**config.mk**
```make
export PLATFORM = sky130hd
export DESIGN_NAME = add_seq_32
export DESIGN_NICKNAME = d
export VERILOG_FILES = /design/src/rtl/add_seq_pkg.sv /design/src/rtl/add_seq_32_full_adder.sv /design/src/rtl/add_seq_32.sv
export SDC_FILE = /design/constraint.sdc
export NUM_CORES = 1
export LEC_CHECK = 0
export BUFFER_PORTS_ARGS = -buffer_cell sky130_fd_sc_hd__clkbuf_2
export CAP_MARGIN = 40
export CORE_MARGIN = 2
export CORE_UTILIZATION = 47
export DETAILED_ROUTE_END_ITERATION = 6
export GPL_ROUTABILITY_DRIVEN = 0
export PLACE_DENSITY = 0.85
export SLEW_MARGIN = 20
export SYNTH_ARGS = -nofsm -noshare
export SYNTH_HDL_FRONTEND = slang
export SYNTH_HIERARCHICAL = 1
export SYNTH_SLANG_ARGS = --single-unit
export TNS_END_PERCENT = 50
```
**constraint.sdc**
```tcl
create_clock -name clk_i -period 3.35 [get_ports clk_i]
set_input_delay 0.67 -clock clk_i [delete_from_list [all_inputs] [get_ports clk_i]]
set_output_delay 0.67 -clock clk_i [all_outputs]
set_load 0.03 [all_outputs]
```
**src/rtl/add_seq_pkg.sv**
```systemverilog
// add_seq_pkg: shared constants and types for the add_seq_32 word-serial
// multi-precision adder controller.
//   WORD_W          - datapath word width (32)
//   add_seq_state_t - packet sequencing state (ST_FIRST / ST_CONT)
package add_seq_pkg;

  localparam int WORD_W = 32;

  typedef enum logic {
    ST_FIRST = 1'b0,
    ST_CONT  = 1'b1
  } add_seq_state_t;

endpackage

```
**src/rtl/add_seq_32_full_adder.sv**
```systemverilog
// full_adder_32bit: shared combinational 32-bit adder datapath.
// Ports:
//   A_i   [31:0] in   operand A
//   Y_i   [31:0] in   operand B (already inverted by the caller when subtracting)
//   C_i          in   carry-in
//   Sum_o [31:0] out  sum
//   c_o          out  carry-out of bit 31
module full_adder_32bit
  import add_seq_pkg::*;
(
  input  logic [WORD_W-1:0] A_i,
  input  logic [WORD_W-1:0] Y_i,
  input  logic              C_i,
  output logic [WORD_W-1:0] Sum_o,
  output logic              c_o
);

  assign {c_o, Sum_o} = {1'b0, A_i} + {1'b0, Y_i} + {{WORD_W{1'b0}}, C_i};

endmodule

```
**src/rtl/add_seq_32.sv**
```systemverilog
// add_seq_32: word-serial multi-precision add controller. Operand words arrive
// LSW first on a valid/ready stream; each pair goes through one shared
// full_adder_32bit, the inter-word carry is held in carry_q, and the result
// word is presented from a registered output stage one cycle later.
//
// Handshake: a beat transfers on a rising edge where valid && ready are both
// high; the producer holds its beat stable until it transfers, and the output
// stage holds all out_* stable while out_valid_o=1 and out_ready_i=0.
//
// Optional feature: define ADD_SEQ_SUB_EN to add in_sub_i (subtract request,
// sampled on the first beat of a packet).
//
// Ports:
//   clk_i, rst_i (async, active-high)
//   in_valid_i / in_ready_o, in_a_i[31:0], in_b_i[31:0], in_cin_i, in_last_i,
//   in_sub_i (ADD_SEQ_SUB_EN only)
//   out_valid_o / out_ready_i, out_sum_o[31:0], out_last_o, out_cout_o,
//   out_ovf_o, out_err_o
//   busy_o - FSM state is ST_CONT (packet in progress)
module add_seq_32
  import add_seq_pkg::*;
#(
  parameter int MAX_WORDS = 4
) (
  input  logic              clk_i,
  input  logic              rst_i,
  input  logic              in_valid_i,
  output logic              in_ready_o,
  input  logic [WORD_W-1:0] in_a_i,
  input  logic [WORD_W-1:0] in_b_i,
  input  logic              in_cin_i,
  input  logic              in_last_i,
`ifdef ADD_SEQ_SUB_EN
  input  logic              in_sub_i,
`endif
  output logic              out_valid_o,
  input  logic              out_ready_i,
  output logic [WORD_W-1:0] out_sum_o,
  output logic              out_last_o,
  output logic              out_cout_o,
  output logic              out_ovf_o,
  output logic              out_err_o,
  output logic              busy_o
);

  localparam int CW = $clog2(MAX_WORDS + 1);
  localparam logic [CW-1:0] MAX_CNT = CW'(MAX_WORDS);

  add_seq_state_t state_q, state_d;
  logic           carry_q;
  logic [CW-1:0]  cnt_q;
  logic [CW-1:0]  cnt_inc;
  logic           accept;
  logic           first;
  logic           sub_eff;
  logic [WORD_W-1:0] b_eff;
  logic           adder_cin;
  logic [WORD_W-1:0] adder_sum;
  logic           adder_cout;
  logic           reach_max;
  logic           last_eff;
  logic           ovf;

  assign first      = (state_q == ST_FIRST);
  assign in_ready_o = !out_valid_o || out_ready_i;
  assign accept     = in_valid_i && in_ready_o;
  assign busy_o     = (state_q == ST_CONT);

`ifdef ADD_SEQ_SUB_EN
  logic sub_q;
  // The first beat uses the live request; later beats use the latched one.
  assign sub_eff = first ? in_sub_i : sub_q;

  always_ff @(posedge clk_i or posedge rst_i) begin
    if (rst_i) begin
      sub_q <= 1'b0;
    end else if (accept && first) begin
      sub_q <= in_sub_i;
    end
  end
`else
  assign sub_eff = 1'b0;
`endif

  // Subtraction is A + ~B + 1; on the first beat in_cin_i then acts as
  // borrow-in, hence the inversion of the packet carry-in.
  assign b_eff     = in_b_i ^ {WORD_W{sub_eff}};
  assign adder_cin = first ? (in_cin_i ^ sub_eff) : carry_q;

  full_adder_32bit u_adder (
    .A_i   (in_a_i),
    .Y_i   (b_eff),
    .C_i   (adder_cin),
    .Sum_o (adder_sum),
    .c_o   (adder_cout)
  );

  // A beat that fills the packet to MAX_WORDS closes it even without last.
  assign cnt_inc   = cnt_q + CW'(1);
  assign reach_max = (cnt_inc == MAX_CNT);
  assign last_eff  = in_last_i || reach_max;
  assign ovf       = (in_a_i[WORD_W-1] == b_eff[WORD_W-1]) &&
                     (adder_sum[WORD_W-1] != in_a_i[WORD_W-1]);

  always_comb begin
    state_d = state_q;
    if (accept) begin
      state_d = last_eff ? ST_FIRST : ST_CONT;
    end
  end

  always_ff @(posedge clk_i or posedge rst_i) begin
    if (rst_i) begin
      state_q <= ST_FIRST;
    end else begin
      state_q <= state_d;
    end
  end

  always_ff @(posedge clk_i or posedge rst_i) begin
    if (rst_i) begin
      carry_q <= 1'b0;
      cnt_q   <= '0;
    end else if (accept) begin
      if (last_eff) begin
        carry_q <= 1'b0;
        cnt_q   <= '0;
      end else begin
        carry_q <= adder_cout;
        cnt_q   <= cnt_inc;
      end
    end
  end

  always_ff @(posedge clk_i or posedge rst_i) begin
    if (rst_i) begin
      out_valid_o <= 1'b0;
      out_sum_o   <= '0;
      out_last_o  <= 1'b0;
      out_cout_o  <= 1'b0;
      out_ovf_o   <= 1'b0;
      out_err_o   <= 1'b0;
    end else if (accept) begin
      out_valid_o <= 1'b1;
      out_sum_o   <= adder_sum;
      out_last_o  <= last_eff;
      out_cout_o  <= last_eff && adder_cout;
      out_ovf_o   <= last_eff && ovf;
      out_err_o   <= reach_max && !in_last_i;
    end else if (out_ready_i) begin
      out_valid_o <= 1'b0;
    end
  end

endmodule
```
==> summary.txt <==
GRT
  • First-pass GRT wire length: 14700 microns
  • Congestion Overflow GR: 0
  • Initial antenna violation count: 0
  • Largest net degree at the start of global routing: 40
  • Total GRT Usage: 0.217
  • Vias in the first global route: 3172

Die
  • Die width: 89.8 microns
  • Die area: 8070 sq um
  • Initial Utilization: 0.482
  • # IOs: 109
  • Core Rows: 31
  • Core area: 7180 sq um
  • Die Height: 89.8 microns

Yosys
  • Synth warn: 6
  • Flops & latches, synth: 42
  • Unique masters post-synth: 58
  • Number of flops mapped to enable cells by yosys: 0
  • Async S/R FF share, synth: 1.00
  • Largest family of logic cells by synthesized area: compound AO/OA/AOI/OAI gates
  • Simple-Gate Fraction of Synth Area: 0.111
  • Commonest cells post-synth: 42 x dfrtp_1, 33 x ha_1, 32 x a21oi_1, 30 x mux2_2, 23 x a21o_1
  • Mapped Nets: 462
  • Mux contribution to synthesized area: 0.118
  • Adder-Cell Fraction of Synth Area: 0.131
  • Main synth FF type: dfrtp_1
  • Gate Count Post-Synth: 357
  • Sequential fraction of the synthesis area: 0.304
  • Top-count cell post-synth: dfrtp_1
  • Synth area leaders: dfrtp_1 30%, ha_1 12%, mux2_2 9.8%
  • Leading area contributor after synthesis: dfrtp_1
  • Complex-gate fraction of the synthesized area: 0.231
  • Top cell type's share of synthesized area: 0.304
  • Mapped Area: 3460 sq um
  • Synth Area in XOR/XNOR: 0.0709
  • Mean post-synth cell area: 9.69 sq um

Power and ir drop
  • Pint: 1380 uW
  • Clock power frac: 0.216
  • Pwr dens: 527 nW/um^2
  • Sw Share: 0.400
  • Sequential Power Share: 0.314
  • P_leak: 0.00222 uW
  • Sw Pwr: 919 uW
  • Peak VDD IR: 0.000247 V
  • Comb pwr share: 0.470

STA
  • Setup_tns: 0 ns
  • Worst relative slew slack: 0.582
  • Slew Viols, Final: 0
  • Clk_skew: 0.00921 ns
  • RSZ-0062 raised after global routing: yes
  • Tcrit/Tclk final: 1.00
  • Final setup viols: 0
  • Worst-margin pin slew: 0.628 ns
  • FMAX: 299 MHz
  • Final Hold Vio Count: 0
  • Min Clock Period, post-route: 3.35 ns

Worst setup path
  • Data arrival, critical path: 3.55 ns
  • Reg-to-Reg End: carry_q
  • CP required: 3.55 ns
  • CP Capture Type: register
  • CP startpoint: in_cin_i
  • Setup CP Type: input port to register
  • CP Launch Type: input port
  • Crit path to: carry_q
  • Reg-to-reg startpoint: busy_o
  • Crit path max fanout: 2
  • R2R setup slack: 0.0006 ns
  • Worst r2r path cells: 12

Place
  • HPWL after detailed placement: 6680 microns
  • Port Buf Inserts: 108
  • Area of placed instances: 4170 sq um

Clocking
  • Max Buffers Root-to-Sink: 2
  • Clk_lat worst skew: 0.31 ns
  • H-Tree Depth: 2
  • Clk pin slew, worst setup/hold paths: 0.09 ns
  • Clk sinks: 42
  • Hold_buf cts: 0
  • CTS tree: yes
  • Root Driver: clkbuf_8
  • CTS Buf Count: 5

Flow run
  • Max-cap violations: 0

Routing
  • Number of routed nets with antenna violations: 0
  • Via count: 3209
  • 1st-iter DRT viols: 248
  • Final WL: 8680 microns
  • Number of remaining DRC errors: 0
  • First-pass DRT Iterations: 5
  • DR vias/cell: 5.59
  • Wirelength per Cell: 15.1 microns

Finish
  • Layout area overhead: 26.0%
  • Final nets: 579
  • N_diodes: 0
  • Share of layout cells above drive strength 1: 0.389
  • Final Cell Area: 4360 sq um

Run status
  • Status: completed

Worst hold path
  • Tightest Hold Check Type: input port to asynchronous set/reset pin
critical path: stages:
cell	delay, ns
clkbuf_2	0.08
mux2_4	0.27
fa_2	0.36
fa_2	0.34
a21o_1	0.22
a221oi_4	0.26
o31ai_2	0.10
a21o_1	0.20
a21oi_2	0.19
a21oi_2	0.10
a221o_1	0.40
and3_1	0.17
a22o_1	0.19
stage by stage:
| step | util | worst slack (ns) | instances | total power [uW] | hold WS (ns) |
|---|---|---|---|---|---|
| floorplan | - | -0.166 | 357 | 1460 | 0.467 |
| global placement | 0.578 | -0.366 | 562 | 1760 | 0.478 |
| detailed placement | 0.581 | -0.457 | 563 | 1790 | 0.494 |
| CTS | 0.604 | 0.0103 | 573 | 2310 | 0.327 |
| global route | 0.607 | -0.0656 | 574 | 2430 | 0.344 |
| finish | 0.607 | 0.000640 | 574 | 2300 | 0.318 |
power by group through the flow:
stage	logic (uW)	registers [uW]	clock network, uW
2_1_floorplan	480	984	0
3_5_place_dp	1060	731	0
5_1_grt	1160	737	530
6_report	1080	722	496
3_3_place_gp	1040	723	0
4_1_cts	1070	722	511
metal layers:
layer	track usage	routed length, microns
met4	0.0731	174
met1	0.282	3780
met5	0	0
met2	0.369	4260
met3	0.0369	468
repair_timing:
action                     CTS  global route
setup endpoints to repair    1             3
setup buffers                2             1
cloned                       0             0
resized for setup            1             4
pin swaps                    3             3
worst min path at each step:
| stage | end | slack (ns) | cells past startpoint |
|---|---|---|---|
| finish | out_sum_o[13] | 0.32 | 2 |
| global route | out_sum_o[5] | 0.34 | 2 |
| CTS | out_sum_o[13] | 0.33 | 2 |
| detailed placement | out_sum_o[8] | 0.49 | 1 |
| global placement | out_err_o | 0.48 | 1 |
| floorplan | carry_q | 0.47 | 1 |
area by class of cell:
class,count,area (sq um)
clock buffer,5,68.8
clock inverter,3,68.8
fill,620,2820
inverter,8,35.0
multi-input combinational,291,2320
sequential,42,1050
tap,99,124
timing repair buffer,126,688
registers in the layout, indices dropped and copies added (netlist names):
| signal | cells |
|---|---|
| carry_q | 1 |
| out_valid_o | 1 |
| out_sum_o | 32 |
| out_cout_o | 1 |
| busy_o | 1 |
| cnt_q | 3 |
| out_ovf_o | 1 |
| out_last_o | 1 |
| out_err_o | 1 |
cell families after synthesis:
| kind of cell | Yosys count |
|---|---|
| xor gates and xnor gates | 28 |
| adders and majority gates | 35 |
| muxes | 35 |
| DFF | 42 |
| AOI/OAI and AO/OA | 119 |
| buffers and inverters | 24 |
| and+or+nand+nor | 74 |
cells in the final DEF, fill, tap and decap left out, types with 2 or more instances in the layout:
| cell | Yosys | layout |
|---|---|---|
| a211oi_1 | 3 | 3 |
| a21o_1 | 23 | 23 |
| a21oi_1 | 32 | 31 |
| a21oi_2 | 2 | 3 |
| a221o_1 | 2 | 2 |
| a22o_1 | 2 | 2 |
| a31oi_1 | 8 | 7 |
| and3_1 | 5 | 5 |
| and4_1 | 2 | 2 |
| buf_4 | 2 | 17 |
| bufinv_16 | 0 | 2 |
| clkbuf_2 | 1 | 108 |
| clkbuf_8 | 0 | 5 |
| dfrtp_1 | 42 | 42 |
| fa_2 | 0 | 2 |
| ha_1 | 33 | 33 |
| inv_1 | 7 | 6 |
| mux2_2 | 30 | 29 |
| mux2_4 | 4 | 5 |
| nand2_1 | 22 | 22 |
| nand2b_1 | 3 | 3 |
| nand3_1 | 8 | 8 |
| nand4_1 | 4 | 4 |
| nor2_1 | 14 | 14 |
| nor3_1 | 4 | 4 |
| nor4_1 | 2 | 2 |
| o21a_1 | 2 | 2 |
| o21ai_0 | 20 | 20 |
| o21bai_1 | 4 | 4 |
| o311a_1 | 2 | 2 |
| o31ai_1 | 5 | 5 |
| or3_1 | 3 | 3 |
| xnor2_1 | 14 | 14 |
| xor2_1 | 14 | 14 |
No activity file was read; power rests on OpenSTA's default activity.
